<file path="src/rtl/mem_arb_pkg.sv">
// Shared types and default widths for the memory-port arbiter.
// Round-robin arbitration is selected by defining ARB_ROUND_ROBIN_EN.
package mem_arb_pkg;

    localparam int DEF_NUM_REQ        = 2;
    localparam int DEF_ADDR_W         = 32;
    localparam int DEF_DATA_W         = 32;
    localparam int DEF_TIMEOUT_CYCLES = 255;

    typedef enum logic [1:0] {
        IDLE = 2'd0,
        WAIT = 2'd1,
        DONE = 2'd2
    } arb_state_e;

endpackage

</file>
<file path="src/rtl/arb_priority_pick.sv">
// Combinational picker: first asserted request found when scanning upward
// from start_i, wrapping modulo NUM_REQ.
module arb_priority_pick #(
    parameter int NUM_REQ = 2,
    parameter int IDX_W   = $clog2(NUM_REQ)
) (
    input  logic [NUM_REQ-1:0] req_i,
    input  logic [IDX_W-1:0]   start_i,
    output logic [IDX_W-1:0]   idx_o,
    output logic               valid_o
);

    logic [IDX_W-1:0] slot;

    always_comb begin
        idx_o   = '0;
        valid_o = 1'b0;
        slot    = '0;
        for (int i = 0; i < NUM_REQ; i++) begin
            slot = IDX_W'((int'(start_i) + i) % NUM_REQ);
            if (!valid_o && req_i[slot]) begin
                idx_o   = slot;
                valid_o = 1'b1;
            end
        end
    end

endmodule

</file>
<file path="src/rtl/mem_port_arbiter.sv">
// Shares one backing-memory port between NUM_REQ cache requesters (IDLE -> WAIT -> DONE).
// Define ARB_ROUND_ROBIN_EN for rotating priority; otherwise lowest index always wins.
module mem_port_arbiter
    import mem_arb_pkg::*;
#(
    parameter int NUM_REQ        = DEF_NUM_REQ,
    parameter int ADDR_W         = DEF_ADDR_W,
    parameter int DATA_W         = DEF_DATA_W,
    parameter int TIMEOUT_CYCLES = DEF_TIMEOUT_CYCLES
) (
    input  logic                      clk_i,
    input  logic                      rst_ni,
    input  logic [NUM_REQ-1:0]        req_i,
    input  logic [NUM_REQ-1:0]        we_i,
    input  logic [NUM_REQ*ADDR_W-1:0] addr_i,
    input  logic [NUM_REQ*DATA_W-1:0] wdata_i,
    output logic [NUM_REQ-1:0]        ack_o,
    output logic [DATA_W-1:0]         rdata_o,
    output logic                      err_o,
    output logic                      busy_o,
    output logic [$clog2(NUM_REQ)-1:0] grant_idx_o,
    output logic                      mem_req_o,
    output logic                      mem_we_o,
    output logic [ADDR_W-1:0]         mem_addr_o,
    output logic [DATA_W-1:0]         mem_wdata_o,
    input  logic [DATA_W-1:0]         mem_rdata_i,
    input  logic                      mem_ready_i
);

    localparam int IDX_W = $clog2(NUM_REQ);
    localparam int TMR_W = $clog2(TIMEOUT_CYCLES + 1);
    localparam logic [TMR_W-1:0] TMR_LAST = TMR_W'(TIMEOUT_CYCLES - 1);

    arb_state_e        state_q, state_d;
    logic [IDX_W-1:0]  grant_q;
    logic              we_q;
    logic [ADDR_W-1:0] addr_q;
    logic [DATA_W-1:0] wdata_q;
    logic [DATA_W-1:0] rdata_q;
    logic              err_q;
    logic [TMR_W-1:0]  timer_q;

    logic [IDX_W-1:0]  pick_start;
    logic [IDX_W-1:0]  pick_idx;
    logic              pick_valid;
    logic              timed_out;

`ifdef ARB_ROUND_ROBIN_EN
    logic [IDX_W-1:0]  rr_ptr_q;

    // Search begins just past the last winner so every requester gets a turn.
    always_comb begin
        pick_start = (int'(rr_ptr_q) == NUM_REQ - 1) ? '0 : rr_ptr_q + 1'b1;
    end

    always_ff @(posedge clk_i) begin
        if (!rst_ni) begin
            rr_ptr_q <= '0;
        end else if (state_q == IDLE && pick_valid) begin
            rr_ptr_q <= pick_idx;
        end
    end
`else
    assign pick_start = '0;
`endif

    arb_priority_pick #(
        .NUM_REQ (NUM_REQ),
        .IDX_W   (IDX_W)
    ) u_pick (
        .req_i   (req_i),
        .start_i (pick_start),
        .idx_o   (pick_idx),
        .valid_o (pick_valid)
    );

    assign timed_out = (timer_q == TMR_LAST);

    // NOTE: sequential blocks use non-blocking (<=); combinational blocks use
    // blocking (=) with every output defaulted first so no latch is inferred.
    always_ff @(posedge clk_i) begin
        if (!rst_ni) begin
            state_q <= IDLE;
        end else begin
            state_q <= state_d;
        end
    end

    always_comb begin
        state_d = state_q;
        case (state_q)
            IDLE:    if (pick_valid) state_d = WAIT;
            WAIT:    if (mem_ready_i || timed_out) state_d = DONE;
            DONE:    state_d = IDLE;
            default: state_d = IDLE;
        endcase
    end

    // Ready wins over the timeout compare when both land in the same cycle.
    always_ff @(posedge clk_i) begin
        if (!rst_ni) begin
            grant_q <= '0;
            we_q    <= 1'b0;
            addr_q  <= '0;
            wdata_q <= '0;
            rdata_q <= '0;
            err_q   <= 1'b0;
            timer_q <= '0;
        end else begin
            case (state_q)
                IDLE: begin
                    if (pick_valid) begin
                        grant_q <= pick_idx;
                        we_q    <= we_i[pick_idx];
                        addr_q  <= addr_i[pick_idx*ADDR_W +: ADDR_W];
                        wdata_q <= wdata_i[pick_idx*DATA_W +: DATA_W];
                        timer_q <= '0;
                        err_q   <= 1'b0;
                    end
                end
                WAIT: begin
                    if (mem_ready_i) begin
                        rdata_q <= we_q ? '0 : mem_rdata_i;
                        err_q   <= 1'b0;
                    end else if (timed_out) begin
                        rdata_q <= '0;
                        err_q   <= 1'b1;
                    end else begin
                        timer_q <= timer_q + 1'b1;
                    end
                end
                default: ;
            endcase
        end
    end

    always_comb begin
        mem_req_o = 1'b0;
        busy_o    = 1'b0;
        ack_o     = '0;
        err_o     = 1'b0;
        case (state_q)
            WAIT: begin
                mem_req_o = 1'b1;
                busy_o    = 1'b1;
            end
            DONE: begin
                busy_o         = 1'b1;
                ack_o[grant_q] = 1'b1;
                err_o          = err_q;
            end
            default: ;
        endcase
    end

    assign mem_we_o    = we_q;
    assign mem_addr_o  = addr_q;
    assign mem_wdata_o = wdata_q;
    assign rdata_o     = rdata_q;
    assign grant_idx_o = grant_q;

endmodule
</file>
<file path="config.mk">
export PLATFORM = sky130hd
export DESIGN_NAME = mem_port_arbiter
export DESIGN_NICKNAME = d
export VERILOG_FILES = /design/src/rtl/mem_arb_pkg.sv /design/src/rtl/arb_priority_pick.sv /design/src/rtl/mem_port_arbiter.sv
export SDC_FILE = /design/constraint.sdc
export NUM_CORES = 1
export LEC_CHECK = 0
export CORE_MARGIN = 2
export CORE_UTILIZATION = 40
export DETAILED_ROUTE_END_ITERATION = 8
export DONT_BUFFER_PORTS = 1
export PLACE_DENSITY = 0.61
export SLEW_MARGIN = 10
export SYNTH_ARGS = -nofsm -noshare
export SYNTH_HDL_FRONTEND = slang
export SYNTH_HIERARCHICAL = 1
export SYNTH_SLANG_ARGS = --single-unit
</file>
<file path="constraint.sdc">
create_clock -name clk_i -period 4.38 [get_ports clk_i]
set_input_delay 0.876 -clock clk_i [delete_from_list [all_inputs] [get_ports clk_i]]
set_output_delay 0.876 -clock clk_i [all_outputs]
set_load 0.02 [all_outputs]
</file>
==> reports/metrics.csv <==
stage;metric;value;unit
route;1st-iter DRT viols;156;
cts;Hold-fix buffers, CTS;0;
power;total power;2.70;mW
route;First-pass DRT Iterations;4;
cts;CTS resizes;0;
synthesis;sequential-to-total area share from yosys stat;46.1;%
cells_and_area;# fillers;1091;
worst_setup_path;CP required;4.66;ns
sta;min Tclk post-route;2.62;ns
sta;Final Hold Viols;0;
floorplanning;DIE WIDTH;113;µm
cts;H-tree depth;3;
grt;pin count of the biggest net entering global routing;106;
sta;RSZ-0062 raised after global routing;false;
power;pwr dens;535;nW/µm²
floorplanning;num ports;270;
synthesis;dominant cells by area after synthesis;dfxtp_1 (46%), mux2i_1 (15%), o211a_1 (14%), a22o_1 (5.9%), nand2_1 (5.5%);
cts;Max clock buf depth;2;
sta;Peak Freq;0.382;GHz
sta;fin. max-slew vios;0;
floorplanning;Die Area;12700;µm²
cts;Clock transition at path regs;0.07;ns
grt;first-pass GRT wire length;16.7;mm
synthesis;Post-synth EDFFs;0;
worst_setup_path;critical path arrival;2.90;ns
power;NetSw;916;µW
sta;Worst slew margin;24.5;%
placed_design;# port buffers;0;
cts;Num CTS Buffers;9;
synthesis;synth warn;6;
worst_setup_path;reg-to-reg slack, setup;1.76;ns
hold_path;Worst Hold Depth;1;
synthesis;Synth area leader;dfxtp_1;
cells_and_area;layout cells sized above 1;5.58;%
synthesis;Post-Syn Nets;625;
synthesis;Syn Area/Cell;10.5;µm²
cts;Skew-Pair Late Insertion Delay;0.34;ns
power;internal power;1.79;mW
power;combinational share of power;16.3;%
synthesis;top-count cell post-synth;dfxtp_1;
cts;CTS tree;built;
floorplanning;# rows;39;
grt;final global-route overflow total;0;
synthesis;Synth top area share;46.1;%
sta;Tcrit/Tclk final;59.7;%
route;vias;3331;
hold_path;min-delay src;timer_q[6];
worst_setup_path;RR Endpoint;rdata_o[11];
synthesis;Post-synth ARST share;0;%
worst_setup_path;CP endpoint kind;flop;
cells_and_area;n_diodes;0;
sta;Worst Tran Pin Value;1.13;ns
cts;Num Clock Sinks;109;
grt;vias in the first global route;3252;
worst_setup_path;worst r2r src;state_q[1];
cells_and_area;final net count;598;
synthesis;synthesized area;4740;µm²
synthesis;count of cell types in the netlist;36;
power;Switching Share;33.9;%
outcome;status;finished clean;
cells_and_area;area delta synth->final;6.66;%
hold_path;destination of the worst hold path;timer_q[6];
power;register share of total power;52.7;%
placed_design;Routability Congestion;0.747;
sta;TNS Setup;0;ns
grt;antenna violations before repair;0;
floorplanning;Die H;113;µm
run;Max-Cap Viols;0;
sta;final setup skew;0.00856;ns
route;wire per inst;19.6;µm
grt;Tot GR Track Use;16.5;%
floorplanning;core area;11500;µm²
worst_setup_path;path type of the worst setup path;reg -> reg;
worst_setup_path;R2R depth;4;
floorplanning;initial core utilization;41.3;%
hold_path;hold crit path type;reg -> reg;
synthesis;top cells by count, synth;dfxtp_1 (109), nand2_1 (70), mux2i_1 (69), o211a_1 (65), a22o_1 (32);
power;Clk pwr share;30.9;%
placed_design;Setup WS pre-CTS;1.73;ns
power;leak pwr;2.54;nW
sta;Setup Viol. Count Final;0;
sta;Worst Setup Slack, final;1.76;ns
cts;CTS root buf;clkbuf_16;
synthesis;predominant post-synthesis flop cell;dfxtp_1;
synthesis;Synth Register Bits;109;
route;Via density;5.81;
power;Worst VDD drop;0.217;mV
cells_and_area;register area;2180;µm²
worst_setup_path;Crit. Startpoint;state_q[1];
route;post-route ant nets;0;
cells_and_area;final instance area;5050;µm²
route;final WL;11.2;mm
synthesis;Mapped Cells;452;
worst_setup_path;Worst setup SP type;flop;
cts;post-CTS setup buffer count;0;
route;DRC;0;
placed_design;placed wire-length estimate;7.80;mm
cells_and_area;area of the multi-input gates;2350;µm²
placed_design;placed cell areas;4750;µm²
worst_setup_path;Max Fanout on Critical Path;32;
## sequential cells by signal, indices dropped and copies added (netlist names)
name and flops:
grant_idx_o 1, rdata_o 32, state_q 2, mem_wdata_o 32, timer_q 8, mem_addr_o 32, err_q 1, mem_we_o 1
## power by group through the flow
| stage | sequential [mW] | combinational, mW | clock [mW] |
|---|---|---|---|
| floorplan | 1.40 | 0.405 | 0 |
| global placement | 1.45 | 0.428 | 0 |
| detailed placement | 1.45 | 0.445 | 0 |
| CTS | 1.43 | 0.447 | 0.868 |
| global route | 1.44 | 0.497 | 0.907 |
| finish | 1.42 | 0.441 | 0.836 |
## area by class of cell
| class | instances | share of cell area, % |
|---|---|---|
| Clock buffer | 9 | 4.46 |
| Clock inverter | 7 | 1.61 |
| Inverter | 4 | 0.297 |
| Multi-Input combinational cell | 299 | 46.6 |
| Sequential cell | 109 | 43.2 |
| Tap cell | 143 | 3.54 |
| Timing Repair Buffer | 2 | 0.297 |
## worst max-delay path, stage by stage (launching register included)
cell and delay (ns):
dfxtp_1 0.34, inv_1 0.10, ha_1 0.72, and4b_1 1.08, a22o_1 0.29
## cells by family (layout without fill, tap and decap cells)
family | count (synthesis) | in the layout | synth area share (%)
AOI/OAI and AO/OA | 120 | 120 | 23.3
adders and majority gates | 6 | 6 | 1.58
buffers and inverters | 44 | 22 | 4.52
DFF | 109 | 109 | 46.1
muxes | 69 | 69 | 14.6
other | 1 | 1 | 0.0792
and+or+nand+nor | 103 | 103 | 9.90
## stage by stage
stage	utilization [%]	hold slack [ns]	std cells
floorplan	-	0.451	452
global placement	41.4	0.463	557
detailed placement	41.4	0.489	557
CTS	44.1	0.499	573
global route	44.1	0.546	573
finish	44.1	0.496	573
## routing by layer
metal | part of all wire (%) | vias to the layer above | track usage, %
met3 | 8.8 | 12 | 5.68
met5 | 0 | - | 0
li1 | - | 1611 | -
met1 | 40 | 1531 | 18.9
met2 | 50 | 177 | 28.3
met4 | 1.3 | 0 | 6.26
## how the worst max path moves through the flow
stage | to | slack, ns
2_1_floorplan | mem_wdata_o[2] | 2.33
3_3_place_gp | mem_addr_o[30] | 1.80
3_5_place_dp | mem_addr_o[21] | 1.73
4_1_cts | rdata_o[11] | 1.74
5_1_grt | rdata_o[9] | 1.59
6_report | rdata_o[11] | 1.76
## cell usage in the layout, fill, tap and decap left out, types with 2 or more instances in the layout
master	count
nand2_1	70
nand4_1	3
o21ai_0	2
a31oi_1	5
a22o_1	32
nor2b_1	5
a21oi_1	4
and2_1	3
a21boi_4	2
a21boi_1	2
o211a_1	65
nand2b_1	3
clkinv_4	2
clkbuf_16	9
nand3_1	6
nor2_1	3
o21ai_1	2
dfxtp_1	109
o211ai_1	2
and3_1	2
inv_6	2
buf_4	2
ha_1	6
inv_1	4
mux2i_1	69
nand3b_1	2
Power figures use the tool's default switching activity.
==> variant, RTL diff (same settings) <==
Re-encode `arb_state_e` (3 states) as one-hot, 3 bits wide.
--- a/src/rtl/mem_arb_pkg.sv
+++ b/src/rtl/mem_arb_pkg.sv
@@ -8,8 +8,8 @@
     localparam int DEF_TIMEOUT_CYCLES = 255;
 
-    typedef enum logic [1:0] {
-        IDLE = 2'd0,
-        WAIT = 2'd1,
-        DONE = 2'd2
+    typedef enum logic [2:0] {
+        IDLE = 3'b001,
+        WAIT = 3'b010,
+        DONE = 3'b100
     } arb_state_e;
 
Formal check against the unedited RTL: same outputs for any inputs over 4 cycles, from zero or initial values and one cycle with rst_ni low; so few cycles prove little.
==> variant against the original RTL <==
- maximum frequency shrank 4.6%
- cell count grew 17%
- sequential cell count grew 1
- total power shrank 8.9%
- routed wire length grew 7.1%
- final area grew 7.2%
- core utilization grew 0.48 points
- worst setup slack lost 0.13 ns
- non-clock buffer count grew 5
- sequential share of layout area shrank 2.5 points
- first-iteration DRC count shrank 15%
- synthesized area grew 6.3%
- largest cell class unchanged
- largest power group unchanged
==> variant: results (changes against the original RTL) <==
stage,metric,value,unit,change
status,status,completed,,
synthesis,post-synthesis mux area share,13.3,%,-1.3 points
clock_network,worst skew pair latency,0.35,ns,
setup_path,CP Data Arrival Time,1.87,ns,-1.03 ns
clock_network,root buf cell,clkbuf_16,,
placed_design,routability cong.,0.727,,-2.7%
clock_network,H-tree depth,3,,unchanged
clock_network,CTS buffer count,9,,unchanged
synthesis,warnings from Yosys,6,,unchanged
detailed_routing,drt initial violations,133,,-15%
clock_network,Longest Clk Path Bufs,2,,unchanged
synthesis,synth cell count leaders,"dfxtp_1, nand2_1, mux2i_1",,
global_routing,met2 Use GR,29.0,%,+0.70 points
synthesis,Unique masters post-synth,45,,+25%
synthesis,"top cells by area, synth","dfxtp_1, mux2i_1, o211a_1, nand2_1, a21boi_1",,
detailed_routing,total number of vias,3726,,+12%
cells_and_area,Final #Nets,664,,+11%
placed_design,PortBufs,0,,unchanged
global_routing,vias in the first global route,3485,,+7.2%
power_and_ir_drop,Leakage,2.56,nW,+0.86%
cells_and_area,ant diodes,0,,unchanged
detailed_routing,wire per inst,18.0,um,-8.1%
synthesis,sequential fraction of the synthesis area,43.7,%,-2.3 points
sta,actual slew at the worst max-slew pin,1.15,ns,+0.0234 ns
min_path,worst hold path startpoint,timer_q[6],,
global_routing,Total GRT Usage,16.9,%,+0.44 points
global_routing,largest net degree at the start of global routing,111,,+4.7%
clock_network,post-cts resize count,0,,unchanged
sta,clock skew,0.00548,ns,-0.00307 ns
global_routing,met1 usage,18.3,%,-0.63 points
min_path,Hold Crit Class,reg -> reg,,
detailed_routing,Antenna Violating Nets Remaining,0,,unchanged
clock_network,Setup Buffers After CTS,0,,unchanged
power_and_ir_drop,switching pwr,712,uW,-22%
setup_path,Crit Path Max Fanout,13,,-59%
setup_path,CP Launch Point,state_q[1],,
detailed_routing,Initial DRT Pass Iterations,4,,unchanged
power_and_ir_drop,VDD IR-drop max,0.000217,V,+0.21%
synthesis,Syn Nets,696,,+11%
global_routing,first-pass GRT wire length,17.6,mm,+5.0%
placed_design,pre-CTS setup slack,1.52,ns,-0.207 ns
cells_and_area,layout cell share with drive strength beyond 1,5.80,%,+0.22 points
cells_and_area,Post-Route Utilization,44.5,%,+0.48 points
clock_network,Worst-path clk slew,0.07,ns,about the same
cells_and_area,fill cell count,1200,,+10%
global_routing,met3 usage,7.52,%,+1.8 points
placed_design,Placed Area,0.00509,sq mm,+7.3%
synthesis,Synth Area in Compound Gates,24.2,%,+0.97 points
synthesis,post-synthesis share of cell area spent on xor and xnor gates,0.174,%,+0.17 points
synthesis,"Async S/R FF share, synth",0,%,unchanged
placed_design,post-DP HPWL,8.65,mm,+11%
synthesis,Post-Synth Adder-Cell Area,0.497,%,-1.1 points
global_routing,initial antenna violation count,0,,unchanged
## variant: cell count changes in the layout (fill, tap and decap cells not counted), moves of 4 or more
cell      delta
ha_1         -4
a22o_1      -32
nor2b_1      -4
nand2_1     +36
a31oi_1      -4
a21boi_1    +33
o21ai_1     +31
buf_4        +4
## variant: logic make-up after synthesis
logic type / count (synthesis)
other cells: 1
compound gates: 152
xor+xnor: 1
simple gates: 139
flops: 110
buf+inv: 55
mux: 67
fa+ha+maj: 2
## variant: cell type report
| class | count | area (sq um) | share of cell area (%) |
|---|---|---|---|
| timing repair buffer | 7 | 65.1 | 1.20 |
| tap | 168 | 210 | 3.88 |
| clock inverter | 6 | 85.1 | 1.57 |
| inverter | 5 | 18.8 | 0.347 |
| sequential | 110 | 2200 | 40.7 |
| clock buffer | 10 | 239 | 4.41 |
| multi-input combinational | 362 | 2600 | 47.9 |
## variant: path summary, 6_finish.rpt
kind                                    end  slack (ns)  cells after the start
worst max-delay path              mem_req_o        1.64                      2
worst min-delay path             timer_q[6]        0.50                      2
worst max register to register  rdata_o[10]        1.76                      4
worst min register to register   timer_q[6]        0.50                      2
## variant: routing by layer
metal / vias up / routed length, um / part of all wire [%]
li1: 1815 / - / -
met2: 168 / 5850 / 49
met5: - / 0 / 0
met3: 13 / 1340 / 11
met1: 1730 / 4650 / 39
met4: 0 / 199 / 1.7
## variant: power by group through the flow
| stage | registers [mW] | clock network [mW] | logic, mW |
|---|---|---|---|
| floorplan | 1.27 | 0 | 0.277 |
| global placement | 1.31 | 0 | 0.293 |
| detailed placement | 1.31 | 0 | 0.304 |
| CTS | 1.28 | 0.904 | 0.305 |
| global route | 1.30 | 0.941 | 0.338 |
| finish | 1.28 | 0.878 | 0.301 |
## variant: critical path, cell delays in order, from the launching register on
cell     delay (ns)
dfxtp_1        0.55
or3b_1         0.66
inv_1          0.31
## variant: stage by stage
step	hold WS, ns	cells
after global placement	0.472	652
after global routing	0.534	668
after floorplan	0.448	527
after detailed placement	0.485	652
after CTS	0.495	668
final	0.496	668
